===== src/rtl/grace_wc_if.sv =====
// Grace host bus bundle: select, direction and data toward the fabric,
// with ready, acknowledge and read data back to the host.
interface grace_wc_if #(
  parameter int DW = 32
);
  logic          Grace_CS;
  logic          Grace_WR;
  logic [DW-1:0] Grace_WD;
  logic          Grace_Re;
  logic          Grace_Ac;
  logic [DW-1:0] Grace_RD;

  modport master (
    output Grace_CS, Grace_WR, Grace_WD,
    input  Grace_Re, Grace_Ac, Grace_RD
  );

  modport slave (
    input  Grace_CS, Grace_WR, Grace_WD,
    output Grace_Re, Grace_Ac, Grace_RD
  );
endinterface


===== src/rtl/grace_wc.sv =====
// Grace write-command register: level control word, per-bit command pulses
// of fixed width, write strobe, and read-back of the held word.
module grace_wc #(
  parameter int             DW = 32,
  parameter int             RW = 16,
  parameter int             PW = 4,
  parameter logic [RW-1:0]  RV = '0,
  parameter bit             OR = 1'b0
) (
  input  logic           Grace_Ck,
  input  logic           Grace_Rs,
  grace_wc_if.slave      grace,
  output logic [RW-1:0]  Reg_Out,
  output logic [RW-1:0]  Reg_Pulse,
  output logic           Wr_Stb
);

  localparam int CW = $clog2(PW + 1);

  logic          cs_r;
  logic          start;
  logic          wr_start;
  logic          rd_start;
  logic          ac_r0;
  logic          stb_r;
  logic [RW-1:0] w_q;
  logic [RW-1:0] p_q;
  logic [CW-1:0] cnt;
  logic [RW-1:0] pulse;
  logic [DW-1:0] rd_q;
  logic          unused_wd;

  assign start    = grace.Grace_CS & ~cs_r;
  assign wr_start = start & grace.Grace_WR;
  assign rd_start = start & ~grace.Grace_WR;

  // Upper write-data bits beyond the register width carry no meaning.
  assign unused_wd = ^grace.Grace_WD;

  always_ff @(posedge Grace_Ck or posedge Grace_Rs) begin
    if (Grace_Rs) begin
      cs_r  <= 1'b0;
      ac_r0 <= 1'b0;
      stb_r <= 1'b0;
      w_q   <= RV;
      p_q   <= '0;
      cnt   <= '0;
      rd_q  <= '0;
    end else begin
      cs_r  <= grace.Grace_CS;
      ac_r0 <= grace.Grace_CS;
      stb_r <= wr_start;
      if (wr_start) begin
        w_q <= grace.Grace_WD[RW-1:0];
        p_q <= grace.Grace_WD[RW-1:0];
        cnt <= CW'(PW);
      end else if (cnt != '0) begin
        cnt <= cnt - 1'b1;
        if (cnt == CW'(1)) p_q <= '0;
      end
      if (rd_start) rd_q <= DW'(w_q);
    end
  end

  assign pulse          = (cnt != '0) ? p_q : '0;
  assign grace.Grace_Re = 1'b1;

  generate
    if (OR) begin : g_oreg
      // One extra register on every output keeps their mutual alignment.
      logic [RW-1:0] out_q;
      logic [RW-1:0] pulse_q;
      logic          stb_q;
      logic          ac_q;
      logic [DW-1:0] rd_q2;

      always_ff @(posedge Grace_Ck or posedge Grace_Rs) begin
        if (Grace_Rs) begin
          out_q   <= RV;
          pulse_q <= '0;
          stb_q   <= 1'b0;
          ac_q    <= 1'b0;
          rd_q2   <= '0;
        end else begin
          out_q   <= w_q;
          pulse_q <= pulse;
          stb_q   <= stb_r;
          ac_q    <= ac_r0;
          rd_q2   <= rd_q;
        end
      end

      assign Reg_Out        = out_q;
      assign Reg_Pulse      = pulse_q;
      assign Wr_Stb         = stb_q;
      assign grace.Grace_Ac = ac_q;
      assign grace.Grace_RD = rd_q2;
    end else begin : g_direct
      assign Reg_Out        = w_q;
      assign Reg_Pulse      = pulse;
      assign Wr_Stb         = stb_r;
      assign grace.Grace_Ac = ac_r0;
      assign grace.Grace_RD = rd_q;
    end
  endgenerate

endmodule


===== src/flat_wrapper.sv =====
// flat-port wrapper written by rule: the top's interface ports become plain ports
module grace_wc_flat 
#(
  parameter int             DW = 32,
  parameter int             RW = 16,
  parameter int             PW = 4,
  parameter logic [RW-1:0]  RV = '0,
  parameter bit             OR = 1'b0
)
  (Grace_Ck, Grace_Rs, Reg_Out, Reg_Pulse, Wr_Stb, grace_Grace_CS, grace_Grace_WR, grace_Grace_WD, grace_Grace_Re, grace_Grace_Ac, grace_Grace_RD);
  grace_wc_if #(.DW(DW)) grace_i ();
  input  logic Grace_Ck;
  input  logic Grace_Rs;
  output logic [RW-1:0] Reg_Out;
  output logic [RW-1:0] Reg_Pulse;
  output logic Wr_Stb;
  input wire logic [$bits(grace_i.Grace_CS)-1:0] grace_Grace_CS;
  input wire logic [$bits(grace_i.Grace_WR)-1:0] grace_Grace_WR;
  input wire logic [$bits(grace_i.Grace_WD)-1:0] grace_Grace_WD;
  output wire logic [$bits(grace_i.Grace_Re)-1:0] grace_Grace_Re;
  output wire logic [$bits(grace_i.Grace_Ac)-1:0] grace_Grace_Ac;
  output wire logic [$bits(grace_i.Grace_RD)-1:0] grace_Grace_RD;
  assign grace_i.Grace_CS = grace_Grace_CS;
  assign grace_i.Grace_WR = grace_Grace_WR;
  assign grace_i.Grace_WD = grace_Grace_WD;
  assign grace_Grace_Re = grace_i.Grace_Re;
  assign grace_Grace_Ac = grace_i.Grace_Ac;
  assign grace_Grace_RD = grace_i.Grace_RD;
  grace_wc #(.DW(DW), .RW(RW), .PW(PW), .RV(RV), .OR(OR)) u_core (.Grace_Ck(Grace_Ck), .Grace_Rs(Grace_Rs), .grace(grace_i), .Reg_Out(Reg_Out), .Reg_Pulse(Reg_Pulse), .Wr_Stb(Wr_Stb));
endmodule

===== config.mk =====
export PLATFORM = sky130hd
export DESIGN_NAME = grace_wc_flat
export DESIGN_NICKNAME = d
export VERILOG_FILES = /design/src/rtl/grace_wc_if.sv /design/src/rtl/grace_wc.sv /design/src/flat_wrapper.sv
export SDC_FILE = /design/constraint.sdc
export NUM_CORES = 1
export LEC_CHECK = 0
export ABC_AREA = 1
export CAP_MARGIN = 20
export CORE_MARGIN = 2
export CORE_UTILIZATION = 30
export DETAILED_ROUTE_END_ITERATION = 7
export PLACE_DENSITY_LB_ADDON = 0.1
export SYNTH_ARGS = -nofsm -noshare
export SYNTH_HDL_FRONTEND = slang
export SYNTH_SLANG_ARGS = --single-unit
export TNS_END_PERCENT = 1

===== constraint.sdc =====
create_clock -name Grace_Ck -period 1.6 [get_ports Grace_Ck]
set_clock_uncertainty 0.05 [all_clocks]
set_input_delay 0.16 -clock Grace_Ck [delete_from_list [all_inputs] [get_ports Grace_Ck]]
set_output_delay 0.16 -clock Grace_Ck [all_outputs]
set_load 0.03 [all_outputs]

======== Word level (Yosys, flattened, before mapping) ========
Index checks and enable logic that the tools add are counted.
word-level totals
  word-level logic and storage cells ...... 23
  input port bits ......................... 36
  output and inout bits ................... 67
  bits in registers ....................... 53
operators by class
  equal/unequal tests ..................... 1
  bitwise operators ....................... 5
  muxes and demuxes ....................... 6
  add/sub/neg operators ................... 1
  reductions and logical operators ........ 4
operators with widths
  kind                   number
  $mux W16               4
  $mux W3                2
  $reduce_bool A2 Y1     2
  $and A1 B1 Y1          3
  $eq A3 B1 Y1 const B   1
  $reduce_bool A3 Y1     1
  $sub A3 B1 Y3 const B  1
  $not A1 Y1             2
  $reduce_and A2 Y1      1

======== Logic depth before layout (Yosys ltp) ========
  word-level depth ........................ 5
  gate-level depth with buffers ........... 7
  depth with buffers taken out ............ 7

======== Least setup slack after synthesis ========
No wires, ideal clock.
  kind .................................... reg2out
  start point ............................. register u_core.cnt[0]
  end point ............................... output port Reg_Pulse[10]
  setup slack ............................. 46 ps
  path buffers ............................ 1
  cell stages (with the launch flop) ...... 7
  data arrival time ....................... 1344 ps
  path through ............................ dfrtp_1 -> inv_1 -> ha_1 -> inv_1 -> nor2_2 -> buf_4 -> nor2_1
on the way
  longest elaborated chain between the ends .. 2
ends and longest elaborated chain
  item                    RTL line            RTL
  start, declared         grace_wc.sv:28      logic [CW-1:0] cnt;
  start signal, assigned  grace_wc.sv:56      cnt <= CW'(PW);
  start signal, assigned  grace_wc.sv:58      cnt <= cnt - 1'b1;
  $reduce_bool A3 Y1      grace_wc.sv:65      assign pulse = (cnt != '0) ? p_q : '0;
  $mux W16                grace_wc.sv:65
  end, declared           flat_wrapper.sv:15  output logic [RW-1:0] Reg_Pulse;
Every way passes these cells.

======== Worst setup path after layout ========
  start point ............................. register u_core.cnt[0]
  end point ............................... output port Reg_Pulse[5]
Same word-level chain as after synthesis.

==> run summary <==
Tightest Hold Check Type - in2async
Initial DRC count - 61
Routed len/inst - 12.4 um
Net Sw Power - 2170 uW
Dpl ws - 0.0873 ns
Netlist Area Pre-Place - 0.00232 mm^2
Buf/Inv on CP - 4
Die width - 92.0 um
Clock latency on the worst-skew pair - 0.31 ns
Worst Path Arrival - 1.47 ns
Diode count - 0
Max-cap violation count - 0
Cell leakage power - 0.00198 uW
Failing checks - negative setup slack
Number of I/O port buffers - 69
Switch share - 0.407
Core ar. - 0.00761 mm^2
Slowest cell delay on critical path - 0.40 ns
CTS clk-pin slew, worst paths - 0.10 ns
Tot Pwr - 5340 uW
# clock sinks - 53
Comb power frac - 0.489
CP Capture Type - primary output
Final layout net count - 389
RSZ-0062 raised after global routing - true
Hold WS - 0.0629 ns
Slowest CP cell - dfrtp_1
Yosys cell types - 17
Final antenna-violating net count - 0
Sum of negative setup slack - -1.01 ns
Global route overflow - 0
Worst VDD drop - 819 uV
Cell area power density - 1580 mW/mm^2
Yosys reg bits - 53
Die Height - 92.0 um
Clk buf depth - 2
Family with the most delay on the worst path - buffers and inverters
DR vias/cell - 4.01
Via count - 1,816
Initial antenna violation count - 0
Worst setup SP type - register
Number of global-route vias before repair - 1,712
Tot GR Track Use - 0.136
Fraction of layout cells with a size suffix above 1 - 0.188
Post-route setup slack - -0.0753 ns
Die area - 0.00846 mm^2
Internal power component - 3160 uW
DRC violations left - 0
Period utilization - 1.05
First-pass GRT wire length - 8870 um
Largest net degree at the start of global routing - 33
WP data required - 1.39 ns
Dpl hpwl - 3820 um
Io pins - 103
Critical path class - reg2out
Post-route minimum period - 1.68 ns
Pre-antenna DRT Iters - 4
Status - complete, but fails checks
Final setup fails - 16
Fin. max-slew vios - 0
Post-Syn Instances - 269
Clk pwr share - 0.157
Critical Path, Cell by Cell - inv_2 -> ha_4 -> inv_4 -> nor2_4 -> buf_6 -> nor2_2 -> buf_6
CTS Hold Buffers Added - 0
Fin. Hold Viols - 0
CP most frequent cell - buf_6
P&R area growth vs syn - 45.2%
Final wirelength - 5630 um
Sequential area share after synthesis - 0.571
Worst Path Max Fanout - 6
Synth Warn # - 0
Std-Cell Rows - 32
Sequential Power Share - 0.354
CTS tree - built
Max Freq - 597 MHz
Last weighted congestion value of the routability-driven placer - 0.752
Num CTS Buffers - 5
CTS Root Cell - clkbuf_8
Mapped Avg Cell Area - 8.63 um^2
Htree depth - 2
Initial Util - 0.305
==> Yosys cell counts, drive strengths merged <==
master  instances  area (um^2)
nand2          87          327
dfrtp          53         1330
inv            40          153
buf            25          179
nand3          21          128
nor2           21         81.3
o21ai          16         80.1
ha              3         37.5
conb            2         7.51
clkbuf          1         3.75
==> state kept, by name (all words and copies together) (netlist names) <==
name                   flops
u_core.cnt                 3
u_core.cs_r                1
u_core.grace.Grace_RD     16
u_core.Reg_Out            16
u_core.p_q                16
u_core.Wr_Stb              1
==> power groups by stage <==
stage	Clock, uW	Combinational, uW	Sequential, uW
finish	839	2610	1890
floorplan	0	1130	2170
global placement	0	2190	1910
detailed placement	0	2200	1920
global route	921	2830	1940
CTS	863	2560	1900
==> logic make-up after synthesis <==
family / synth area share
and+or+nand+nor: 0.231
other: 0.00323
adders and majority gates: 0.0162
AOI/OAI and AO/OA: 0.0345
DFF: 0.571
buffers and inverters: 0.144
==> metal layers <==
layer	global-route usage	up-vias	wire length [um]
li1	-	927	-
met1	0.195	833	2660
met2	0.209	49	2660
met3	0.0304	7	243
met4	0.0373	0	68
met5	0	-	0
==> through the flow <==
stage,utilization,cell area (um^2),cells
2_1_floorplan,-,2380,284
3_3_place_gp,0.400,3050,437
3_5_place_dp,0.400,3050,437
4_1_cts,0.433,3290,451
5_1_grt,0.443,3370,453
6_report,0.443,3370,453
==> cell type report <==
type | count | area, um^2
clock buffers | 7 | 96.3
clock inverters | 1 | 5.00
fillers | 784 | 4240
inverters | 40 | 155
multi-input cells | 165 | 774
flip-flops and latches | 53 | 1330
well taps | 102 | 128
repair buffers | 85 | 887
==> cells in the final DEF, fill, tap and decap left out, types with 2 or more instances in the layout <==
cell type | Yosys | final
nand2_1 | 87 | 87
dfrtp_1 | 53 | 53
inv_1 | 39 | 35
clkdlybuf4s50_1 | 0 | 25
buf_6 | 1 | 19
nand3_1 | 18 | 18
dlymetal6s2s_1 | 0 | 18
conb_1 | 2 | 17
nor2_2 | 1 | 16
o21ai_0 | 15 | 15
buf_4 | 19 | 12
dlygate4sd2_1 | 0 | 10
clkbuf_8 | 0 | 7
nor2_1 | 20 | 4
inv_2 | 0 | 3
nand3_2 | 2 | 2
inv_4 | 1 | 2
ha_1 | 3 | 2
==> what timing repair did <==
item                                    in CTS  in global routing
buffers inserted                             5                  2
pin swaps                                    2                  2
resized for setup                           47                 24
cloned                                       1                  0
endpoints found under the setup margin      26                 34
==> final timing paths <==
kind	startpoint	end	slack, ns	depth (start not counted)
min in group Grace_Ck	grace_Grace_WD[3]	u_core.Reg_Out[3]$_DFFE_PP0P_	0.36	3
worst max-delay path	u_core.cnt[0]$_DFFE_PP0P_	Reg_Pulse[5]	-0.08	7
worst min-delay path	Grace_Rs	u_core.grace.Grace_RD[9]$_DFFE_PP0P_	0.06	2
worst min register to register	u_core.grace.Grace_RD[10]$_DFFE_PP0P_	u_core.grace.Grace_RD[10]$_DFFE_PP0P_	0.43	2
max in group asynchronous	Grace_Rs	u_core.p_q[10]$_DFFE_PP0P_	0.96	3
worst max register to register	u_core.cnt[1]$_DFFE_PP0P_	u_core.p_q[14]$_DFFE_PP0P_	0.13	6
Note: power is estimated with default switching activity, not from simulation.
